$ cat config.mk
export PLATFORM = sky130hd
export DESIGN_NAME = lcd_hex_panel_flat
export DESIGN_NICKNAME = d
export VERILOG_FILES = /design/src/rtl/lcd_pkg.sv /design/src/rtl/lcd_hex_panel_if.sv /design/src/rtl/lcd_bus_writer.sv /design/src/rtl/lcd_hex_panel.sv /design/src/flat_wrapper.sv
export SDC_FILE = /design/constraint.sdc
export NUM_CORES = 1
export LEC_CHECK = 0
export CAP_MARGIN = 40
export CORE_MARGIN = 1
export CORE_UTILIZATION = 65
export CTS_BUF_LIST = sky130_fd_sc_hd__clkbuf_16
export CTS_CLUSTER_SIZE = 28
export DETAILED_ROUTE_END_ITERATION = 12
export DONT_BUFFER_PORTS = 1
export PLACE_DENSITY = 0.81
export SLEW_MARGIN = 40
export SYNTH_ARGS = -nofsm -noshare
export SYNTH_HDL_FRONTEND = slang
export SYNTH_HIERARCHICAL = 1
export SYNTH_SLANG_ARGS = --single-unit
export TNS_END_PERCENT = 1
$ cat constraint.sdc
create_clock -name iCLK -period 3.7 [get_ports iCLK]
set_clock_uncertainty 0.15 [all_clocks]
set_input_delay 0.37 -clock iCLK [delete_from_list [all_inputs] [get_ports iCLK]]
set_output_delay 0.37 -clock iCLK [all_outputs]
set_load 0.01 [all_outputs]
$ cat src/rtl/lcd_pkg.sv
// lcd_pkg: shared HD44780 definitions for the hex-dump panel.
//  - command bytes used during init and row addressing
//  - frame FSM state encoding
//  - row DDRAM base table, init-sequence table, nibble-to-ASCII helper
package lcd_pkg;

  localparam logic [7:0] CMD_FUNC_SET = 8'h38;  // 8-bit bus, 2 lines, 5x8 font
  localparam logic [7:0] CMD_DISP_ON  = 8'h0C;  // display on, cursor off
  localparam logic [7:0] CMD_CLEAR    = 8'h01;
  localparam logic [7:0] CMD_ENTRY    = 8'h06;  // increment, no shift
  localparam logic [7:0] CMD_DDRAM    = 8'h80;  // OR with DDRAM address
  localparam logic [7:0] CHAR_SPACE   = 8'h20;

  typedef enum logic [2:0] {
    ST_PWR_WAIT,
    ST_INIT,
    ST_ROW_ADDR,
    ST_CHARS,
    ST_FRAME_END,
    ST_IDLE
  } panel_state_t;

  // DDRAM start address of each display row.
  function automatic logic [7:0] row_base(input logic [1:0] r);
    case (r)
      2'd0:    return 8'h00;
      2'd1:    return 8'h40;
      2'd2:    return 8'h14;
      default: return 8'h54;
    endcase
  endfunction

  function automatic logic [7:0] init_cmd(input logic [1:0] i);
    case (i)
      2'd0:    return CMD_FUNC_SET;
      2'd1:    return CMD_DISP_ON;
      2'd2:    return CMD_CLEAR;
      default: return CMD_ENTRY;
    endcase
  endfunction

  function automatic logic [7:0] hex2ascii(input logic [3:0] h);
    return (h <= 4'd9) ? (8'h30 + {4'h0, h}) : (8'h37 + {4'h0, h});
  endfunction

endpackage

$ cat src/rtl/lcd_hex_panel_if.sv
// lcd_hex_panel_if: HD44780 pin bundle.
//  LCD_DATA  8-bit data bus
//  LCD_RW    read/write select (always write here)
//  LCD_EN    enable strobe
//  LCD_RS    0 = command, 1 = character
//  master: the driver side; slave: the display / monitor side.
interface lcd_hex_panel_if;
  logic [7:0] LCD_DATA;
  logic       LCD_RW;
  logic       LCD_EN;
  logic       LCD_RS;

  modport master (output LCD_DATA, LCD_RW, LCD_EN, LCD_RS);
  modport slave  (input  LCD_DATA, LCD_RW, LCD_EN, LCD_RS);
endinterface

$ cat src/rtl/lcd_bus_writer.sv
// lcd_bus_writer: one HD44780 write per accepted byte.
//  iCLK, iRST     clock, synchronous active-high reset
//  i_start        request to write i_rs_data (taken when o_ready)
//  i_rs_data      {RS, DATA}
//  o_done         1 in the final cycle of a write
//  o_ready        idle, or finishing this cycle (back-to-back writes have no gap)
//  lcd            LCD pins
// A write occupies 2*SETUP_CYC + EN_CYC + WR_DLY cycles, counted from the
// accept edge: RS/DATA set up, EN high for EN_CYC, RS/DATA held, then WR_DLY.
module lcd_bus_writer
  import lcd_pkg::*;
#(
  parameter int EN_CYC    = 16,
  parameter int SETUP_CYC = 4,
  parameter int WR_DLY    = 262142
) (
  input  logic       iCLK,
  input  logic       iRST,
  input  logic       i_start,
  input  logic [8:0] i_rs_data,
  output logic       o_done,
  output logic       o_ready,
  lcd_hex_panel_if.master lcd
);

  localparam int TOTAL = 2*SETUP_CYC + EN_CYC + WR_DLY;
  localparam int CW    = (TOTAL > 1) ? $clog2(TOTAL) : 1;
  localparam logic [CW-1:0] LAST  = CW'(TOTAL - 1);
  localparam logic [CW-1:0] EN_LO = CW'(SETUP_CYC);
  localparam logic [CW-1:0] EN_HI = CW'(SETUP_CYC + EN_CYC);

  logic          r_act;
  logic [CW-1:0] r_cnt;
  logic          r_en;
  logic          r_rs;
  logic [7:0]    r_data;
  logic          w_accept;
  logic [CW-1:0] w_cnt_inc;

  assign o_done    = r_act && (r_cnt == LAST);
  assign o_ready   = !r_act || o_done;
  assign w_accept  = i_start && o_ready;
  assign w_cnt_inc = r_cnt + 1'b1;

  always_ff @(posedge iCLK) begin
    if (iRST) begin
      r_act  <= 1'b0;
      r_cnt  <= '0;
      r_en   <= 1'b0;
      r_rs   <= 1'b0;
      r_data <= '0;
    end else if (w_accept) begin
      r_act  <= 1'b1;
      r_cnt  <= '0;
      r_rs   <= i_rs_data[8];
      r_data <= i_rs_data[7:0];
      r_en   <= (SETUP_CYC == 0);
    end else if (o_done) begin
      r_act <= 1'b0;
      r_cnt <= '0;
      r_en  <= 1'b0;
    end else if (r_act) begin
      r_cnt <= w_cnt_inc;
      // EN is registered, so decide it from the count the next cycle will hold.
      r_en  <= (w_cnt_inc >= EN_LO) && (w_cnt_inc < EN_HI);
    end
  end

  assign lcd.LCD_EN   = r_en;
  assign lcd.LCD_RS   = r_rs;
  assign lcd.LCD_DATA = r_data;
  assign lcd.LCD_RW   = 1'b0;

endmodule

$ cat src/rtl/lcd_hex_panel.sv
// lcd_hex_panel: renders ROWS x FIELDS bytes as "HH " fields on a ROWS x COLS
// HD44780 display.
//  iCLK, iRST   clock, synchronous active-high reset
//  iDATA        byte r*FIELDS+f at [8*(r*FIELDS+f)+:8]
//  iON_CHANGE   0 = continuous refresh, 1 = refresh on change / force only
//  iFORCE       pulse: request one more frame
//  oBUSY        init or frame in progress
//  oFRAME       1-cycle pulse when a frame's last character completes
//  lcd          LCD pins (driven by lcd_bus_writer)
module lcd_hex_panel
  import lcd_pkg::*;
#(
  parameter int ROWS      = 2,
  parameter int COLS      = 16,
  parameter int FIELDS    = 5,
  parameter int INIT_DLY  = 750000,
  parameter int EN_CYC    = 16,
  parameter int SETUP_CYC = 4,
  parameter int WR_DLY    = 262142
) (
  input  logic                     iCLK,
  input  logic                     iRST,
  input  logic [ROWS*FIELDS*8-1:0] iDATA,
  input  logic                     iON_CHANGE,
  input  logic                     iFORCE,
  output logic                     oBUSY,
  output logic                     oFRAME,
  lcd_hex_panel_if.master lcd
);

  localparam int NB = ROWS * FIELDS;
  localparam int RW = (ROWS > 1) ? $clog2(ROWS) : 1;
  localparam int CW = $clog2(COLS);
  localparam int FW = $clog2(FIELDS + 1);
  localparam int BW = (NB > 1) ? $clog2(NB) : 1;
  localparam int PW = (INIT_DLY > 1) ? $clog2(INIT_DLY) : 1;
  localparam logic [PW-1:0] PWR_LAST = PW'(INIT_DLY - 1);
  localparam logic [RW-1:0] ROW_LAST = RW'(ROWS - 1);
  localparam logic [CW-1:0] COL_LAST = CW'(COLS - 1);
  localparam logic [FW-1:0] FLD_NUM  = FW'(FIELDS);

  panel_state_t    r_state, w_nxt;
  logic [PW-1:0]   r_pwr;
  logic [1:0]      r_init;
  logic [RW-1:0]   r_row;
  logic [CW-1:0]   r_col;
  logic [FW-1:0]   r_fld;   // field of the current column; saturates at FIELDS
  logic [1:0]      r_ph;    // column position inside a field: hi, lo, space
  logic [NB*8-1:0] r_snap;
  logic            r_pend;

  logic            w_start, w_done, w_ready, w_fstart, w_frame;
  logic [8:0]      w_wr;
  logic            w_in_field;
  logic [FW-1:0]   w_fld_c;
  logic [BW-1:0]   w_bidx;
  logic [7:0]      w_byte;
  logic [3:0]      w_nib;
  logic [7:0]      w_char;

  // Character for the current column, taken from the frame snapshot.
  assign w_in_field = (r_fld < FLD_NUM);
  assign w_fld_c    = w_in_field ? r_fld : '0;
  assign w_bidx     = BW'(r_row * FIELDS + w_fld_c);
  assign w_byte     = r_snap[{w_bidx, 3'b000} +: 8];
  assign w_nib      = (r_ph == 2'd0) ? w_byte[7:4] : w_byte[3:0];
  assign w_char     = (w_in_field && r_ph != 2'd2) ? hex2ascii(w_nib) : CHAR_SPACE;

  always_comb begin
    w_nxt    = r_state;
    w_start  = 1'b0;
    w_wr     = '0;
    w_fstart = 1'b0;
    w_frame  = 1'b0;
    case (r_state)
      ST_PWR_WAIT: if (r_pwr == PWR_LAST) w_nxt = ST_INIT;
      ST_INIT: begin
        w_start = 1'b1;
        w_wr    = {1'b0, init_cmd(r_init)};
        if (w_ready && r_init == 2'd3) begin
          w_nxt    = ST_ROW_ADDR;
          w_fstart = 1'b1;
        end
      end
      ST_ROW_ADDR: begin
        w_start = 1'b1;
        w_wr    = {1'b0, CMD_DDRAM | row_base(2'(r_row))};
        if (w_ready) w_nxt = ST_CHARS;
      end
      ST_CHARS: begin
        w_start = 1'b1;
        w_wr    = {1'b1, w_char};
        if (w_ready && r_col == COL_LAST)
          w_nxt = (r_row == ROW_LAST) ? ST_FRAME_END : ST_ROW_ADDR;
      end
      ST_FRAME_END: begin
        // Last character is still on the bus; finish when its write completes.
        if (w_done) begin
          w_frame = 1'b1;
          w_nxt   = ST_IDLE;
        end
      end
      ST_IDLE: begin
        if (!iON_CHANGE || iDATA != r_snap || r_pend) begin
          w_nxt    = ST_ROW_ADDR;
          w_fstart = 1'b1;
        end
      end
      default: w_nxt = ST_PWR_WAIT;
    endcase
  end

  always_ff @(posedge iCLK) begin
    if (iRST) begin
      r_state <= ST_PWR_WAIT;
      r_pwr   <= '0;
      r_init  <= '0;
      r_row   <= '0;
      r_col   <= '0;
      r_fld   <= '0;
      r_ph    <= '0;
      r_snap  <= '0;
      r_pend  <= 1'b0;
    end else begin
      r_state <= w_nxt;
      if (r_state == ST_PWR_WAIT)
        r_pwr <= (r_pwr == PWR_LAST) ? '0 : r_pwr + 1'b1;
      if (r_state == ST_INIT && w_ready)
        r_init <= (r_init == 2'd3) ? 2'd0 : r_init + 1'b1;
      if (w_fstart) begin
        r_snap <= iDATA;
        r_row  <= '0;
        r_col  <= '0;
        r_fld  <= '0;
        r_ph   <= '0;
      end else if (r_state == ST_CHARS && w_ready) begin
        if (r_col == COL_LAST) begin
          r_col <= '0;
          r_fld <= '0;
          r_ph  <= '0;
          r_row <= (r_row == ROW_LAST) ? '0 : r_row + 1'b1;
        end else begin
          r_col <= r_col + 1'b1;
          r_ph  <= (r_ph == 2'd2) ? 2'd0 : r_ph + 1'b1;
          if (r_ph == 2'd2 && w_in_field) r_fld <= r_fld + 1'b1;
        end
      end
      // Force requests only count once the display is initialised; the
      // frame that starts consumes them, so repeated pulses coalesce.
      if (w_fstart)
        r_pend <= 1'b0;
      else if (iFORCE && r_state != ST_PWR_WAIT && r_state != ST_INIT)
        r_pend <= 1'b1;
    end
  end

  assign oBUSY  = (r_state != ST_IDLE);
  assign oFRAME = w_frame;

  lcd_bus_writer #(
    .EN_CYC   (EN_CYC),
    .SETUP_CYC(SETUP_CYC),
    .WR_DLY   (WR_DLY)
  ) u_wr (
    .iCLK     (iCLK),
    .iRST     (iRST),
    .i_start  (w_start),
    .i_rs_data(w_wr),
    .o_done   (w_done),
    .o_ready  (w_ready),
    .lcd      (lcd)
  );

endmodule

$ cat src/flat_wrapper.sv
// flat-port wrapper written by rule: the top's interface ports become plain ports
module lcd_hex_panel_flat import lcd_pkg::*;
#(
  parameter int ROWS      = 2,
  parameter int COLS      = 16,
  parameter int FIELDS    = 5,
  parameter int INIT_DLY  = 750000,
  parameter int EN_CYC    = 16,
  parameter int SETUP_CYC = 4,
  parameter int WR_DLY    = 262142
)
  (iCLK, iRST, iDATA, iON_CHANGE, iFORCE, oBUSY, oFRAME, lcd_LCD_DATA, lcd_LCD_RW, lcd_LCD_EN, lcd_LCD_RS);
  lcd_hex_panel_if lcd_i ();
  input  logic iCLK;
  input  logic iRST;
  input  logic [ROWS*FIELDS*8-1:0] iDATA;
  input  logic iON_CHANGE;
  input  logic iFORCE;
  output logic oBUSY;
  output logic oFRAME;
  output wire logic [$bits(lcd_i.LCD_DATA)-1:0] lcd_LCD_DATA;
  output wire logic [$bits(lcd_i.LCD_RW)-1:0] lcd_LCD_RW;
  output wire logic [$bits(lcd_i.LCD_EN)-1:0] lcd_LCD_EN;
  output wire logic [$bits(lcd_i.LCD_RS)-1:0] lcd_LCD_RS;
  assign lcd_LCD_DATA = lcd_i.LCD_DATA;
  assign lcd_LCD_RW = lcd_i.LCD_RW;
  assign lcd_LCD_EN = lcd_i.LCD_EN;
  assign lcd_LCD_RS = lcd_i.LCD_RS;
  lcd_hex_panel #(.ROWS(ROWS), .COLS(COLS), .FIELDS(FIELDS), .INIT_DLY(INIT_DLY), .EN_CYC(EN_CYC), .SETUP_CYC(SETUP_CYC), .WR_DLY(WR_DLY)) u_core (.iCLK(iCLK), .iRST(iRST), .iDATA(iDATA), .iON_CHANGE(iON_CHANGE), .iFORCE(iFORCE), .oBUSY(oBUSY), .oFRAME(oFRAME), .lcd(lcd_i));
endmodule
==> impl_results.md <==
* Uppermost layer routed: met4
* Ports at 97
* Synth Flop Type: dfxtp_1
* GRT Total Usage at between 40% and 50%
* CORE AREA at 13500 sq um
* Clock transition at path regs at 70 ps
* Synth warnings at 6
* Slew Viols, Final at 0
* First-pass GRT wire length at 45800 um
* Maximum VDD drop at 0.419 mV
* PwrDens at 334 nW/um^2
* Async set-reset flop share out of synthesis at 0%
* F_max at 292 MHz
* Gp weighted congestion at 1.04
* CTS tree: yes
* Flop-to-flop setup slack at between 200 and 300 ps
* Per-cell routed wire length at 22.0 um
* DR pass1 iterations at 7
* Largest net degree at the start of global routing at 127
* Initial drt markers at around 1300
* Routed Antenna Nets at 0
* Die W at about 120 um
* Post-DP HPWL at 19000 um
* Avg Inst Size Synth at 8.22 sq um
* Library cells used by synthesis at 85
* Post-Syn Nets at approximately 1200
* Most frequent cells in the layout: dfxtp_1 (144), a21oi_1 (117), o21ai_0 (97)
* Final hold slack at about 29 ps
* Wire length on met3 at 3560 um
* Worst-skew pair later-pin latency at 440 ps
* Status: finished, final reports clean
* GRT overflow at 0
* Sequential area share after synthesis at 32.0%
* Number of cell rows at 42
* Vias per inst at 6.89
* P_leak at 3.70 nW
* Origin of the worst setup path: u_core/r_fld[1]
* DIE AREA at 14500 sq um
* Layout net count at roughly 1200
* Crit path capture: u_core/u_wr/lcd.LCD_DATA[0]
* Crit path capture type: register
* Final worst path period need at 3430 ps
* Internal Pwr Total at 2.73 mW
* Mapped cell area at 9120 sq um
* Placement Setup Slack at 137 ps
* Drc violations at 0
* Combinational share of power at 5.1%
* CTS Buffer Depth at 2
* Clock sinks at about 150
* Post-CTS Setup Inserts at 0
* Worst reg2reg startpoint: u_core/r_fld[1]
* Register-to-Register Path Depth at 14
* Worst setup SP type: register
* Crit share post-route at 92.7%
* DIE HEIGHT at about 120 um
* Multi-input logic area at approximately 5700 sq um
* Fin. Hold Viols at 0
* CP max FO at 8
* Number of global-route vias before repair at ~8700
* Sw frac at 23.0%
* Met2 WL post-DR at 13000 um
* RSZ-0062 raised after global routing: false
* FILL cells at 975
* Register area at about 2900 sq um
* Final WS setup at 271 ps
* WL final at 29400 um
* WS Path Type: reg2reg
* Max-cap viol count at 0
* Final setup viols at 0
* Root Buffer Master: clkbuf_16
* Relative slew slack at 46.2%
* Commonest non-fill, non-tap cell in the layout: dfxtp_1
* Initial antenna violation count at 1
* Seq cells post-synth at 146
* Initial core utilization at 67.8%
* Setup TNS at 0 ps
* Worst Tran Pin Value at 804 ps
* # diodes at 0
* Port Buffers at 0
* H-Tree Depth at 4
* Clock network fraction of total power at between 50% and 60%
* Layout cells sized above 1 at between 10% and 20%
* Post-synth EDFFs at 0
* Sequential Power Share at 44.4%
* Switching power at 0.818 mW
* Hold Crit Class: in2reg
* Synth-to-Final Area Change at 16.6%
* Worst Path Arrival at 3570 ps
* Total CTS buffers at 17
* WP data required at 3840 ps
* Mapped Cells at 1109
* RR Endpoint: u_core/u_wr/lcd.LCD_DATA[0]
* Vias at 9207
* Routed length on met1 at 11600 um
## layout make-up
cell class,count,area share [%]
clock inverters,15,1.72
clock buffers,17,4.00
well taps,176,2.07
inverters,32,1.13
flip-flops and latches,146,27.5
multi-input cells,845,53.7
repair buffers,105,9.84
## flip-flops by register name (all words and copies together) (netlist names)
signal and count:
u_core/r_col 4, u_core/r_fld 3, u_core/r_init 2, u_core/r_pend 1, u_core/r_ph 2, u_core/r_pwr 20
u_core/r_row 1, u_core/r_snap 80, u_core/r_state 3, u_core/u_wr/lcd.LCD_DATA 8, u_core/u_wr/lcd.LCD_EN 1, u_core/u_wr/lcd.LCD_RS 1
u_core/u_wr/r_act 1, u_core/u_wr/r_cnt 19
## synthesized netlist by cell type, drive strengths merged (13+ instances only)
cell type  count  area [sq um]
and3          13          83.8
nand3         20           100
xor2          65           577
a21oi        118           594
clkbuf        54           204
nor3          33           225
nand4         21           146
xnor2         22           200
ha            15           188
mux2i         39           390
o211ai        72           541
or3           19           124
inv           32           120
dfxtp        146          2920
buf           32           206
nor4          30           206
o21ai        113           581
nand2         58           220
nor2b         22           138
nor2          72           278
## worst min path at each step
stage / cells after the start / end / slack [ps] / start
2_1_floorplan: 2 / u_core/r_pend / 310 / u_core/r_pend
3_3_place_gp: 1 / u_core/u_wr/r_act / 300 / iRST
3_5_place_dp: 1 / u_core/r_init[1] / 300 / iRST
4_1_cts: 3 / u_core/u_wr/lcd.LCD_EN / 3 / iRST
5_1_grt: 3 / u_core/u_wr/lcd.LCD_EN / 20 / iRST
6_report: 3 / u_core/u_wr/lcd.LCD_EN / 30 / iRST
## stage by stage
step	total power, mW	instance area, sq um	utilization (%)	instances
2_1_floorplan	1.68	9120	-	1109
3_3_place_gp	1.69	9150	68.0	1221
3_5_place_dp	1.69	9170	68.1	1222
4_1_cts	3.55	10600	78.9	1336
5_1_grt	3.63	10600	79.1	1336
6_report	3.55	10600	79.1	1336
## worst max-delay path, stage by stage (launching register included)
cell       delay, ps
dfxtp_1          460
nor3b_1           90
ha_1             420
nand4b_2         270
a2111oi_1        540
a2111oi_2        100
nor2_2           240
inv_1             70
ha_1             200
nor2_2           130
o21ai_4           90
xnor2_1          140
a22o_1           200
mux2i_1          140
nor2_1            60
## routing by layer
metal,global-route usage (%),up-vias
li1,-,4162
met1,51.4,4351
met2,63.1,577
met3,13.0,117
met4,18.9,0
met5,0,-
## power by group through the flow
stage | Sequential, mW | Clock [mW] | Combinational (mW)
2_1_floorplan | 1.61 | 0 | 0.0718
3_3_place_gp | 1.61 | 0 | 0.0746
3_5_place_dp | 1.61 | 0 | 0.0743
4_1_cts | 1.58 | 1.80 | 0.170
5_1_grt | 1.58 | 1.87 | 0.187
6_report | 1.58 | 1.79 | 0.180
## logic make-up after synthesis
kind of cell	after synthesis	synth area share, %
xor gates and xnor gates	87	8.52
buffers and inverters	118	5.82
muxes	49	6.67
adders and majority gates	15	2.06
and+or+nand+nor	334	20.6
DFF	146	32.0
other	1	0.0411
AOI/OAI and AO/OA	359	24.2
## timing repair
item,CTS,global route
gates resized for setup,0,11
hold buffers,82,0
setup endpoints to repair,0,6
endpoints found under the hold margin,126,0
No activity file was read; power rests on OpenSTA's default activity.
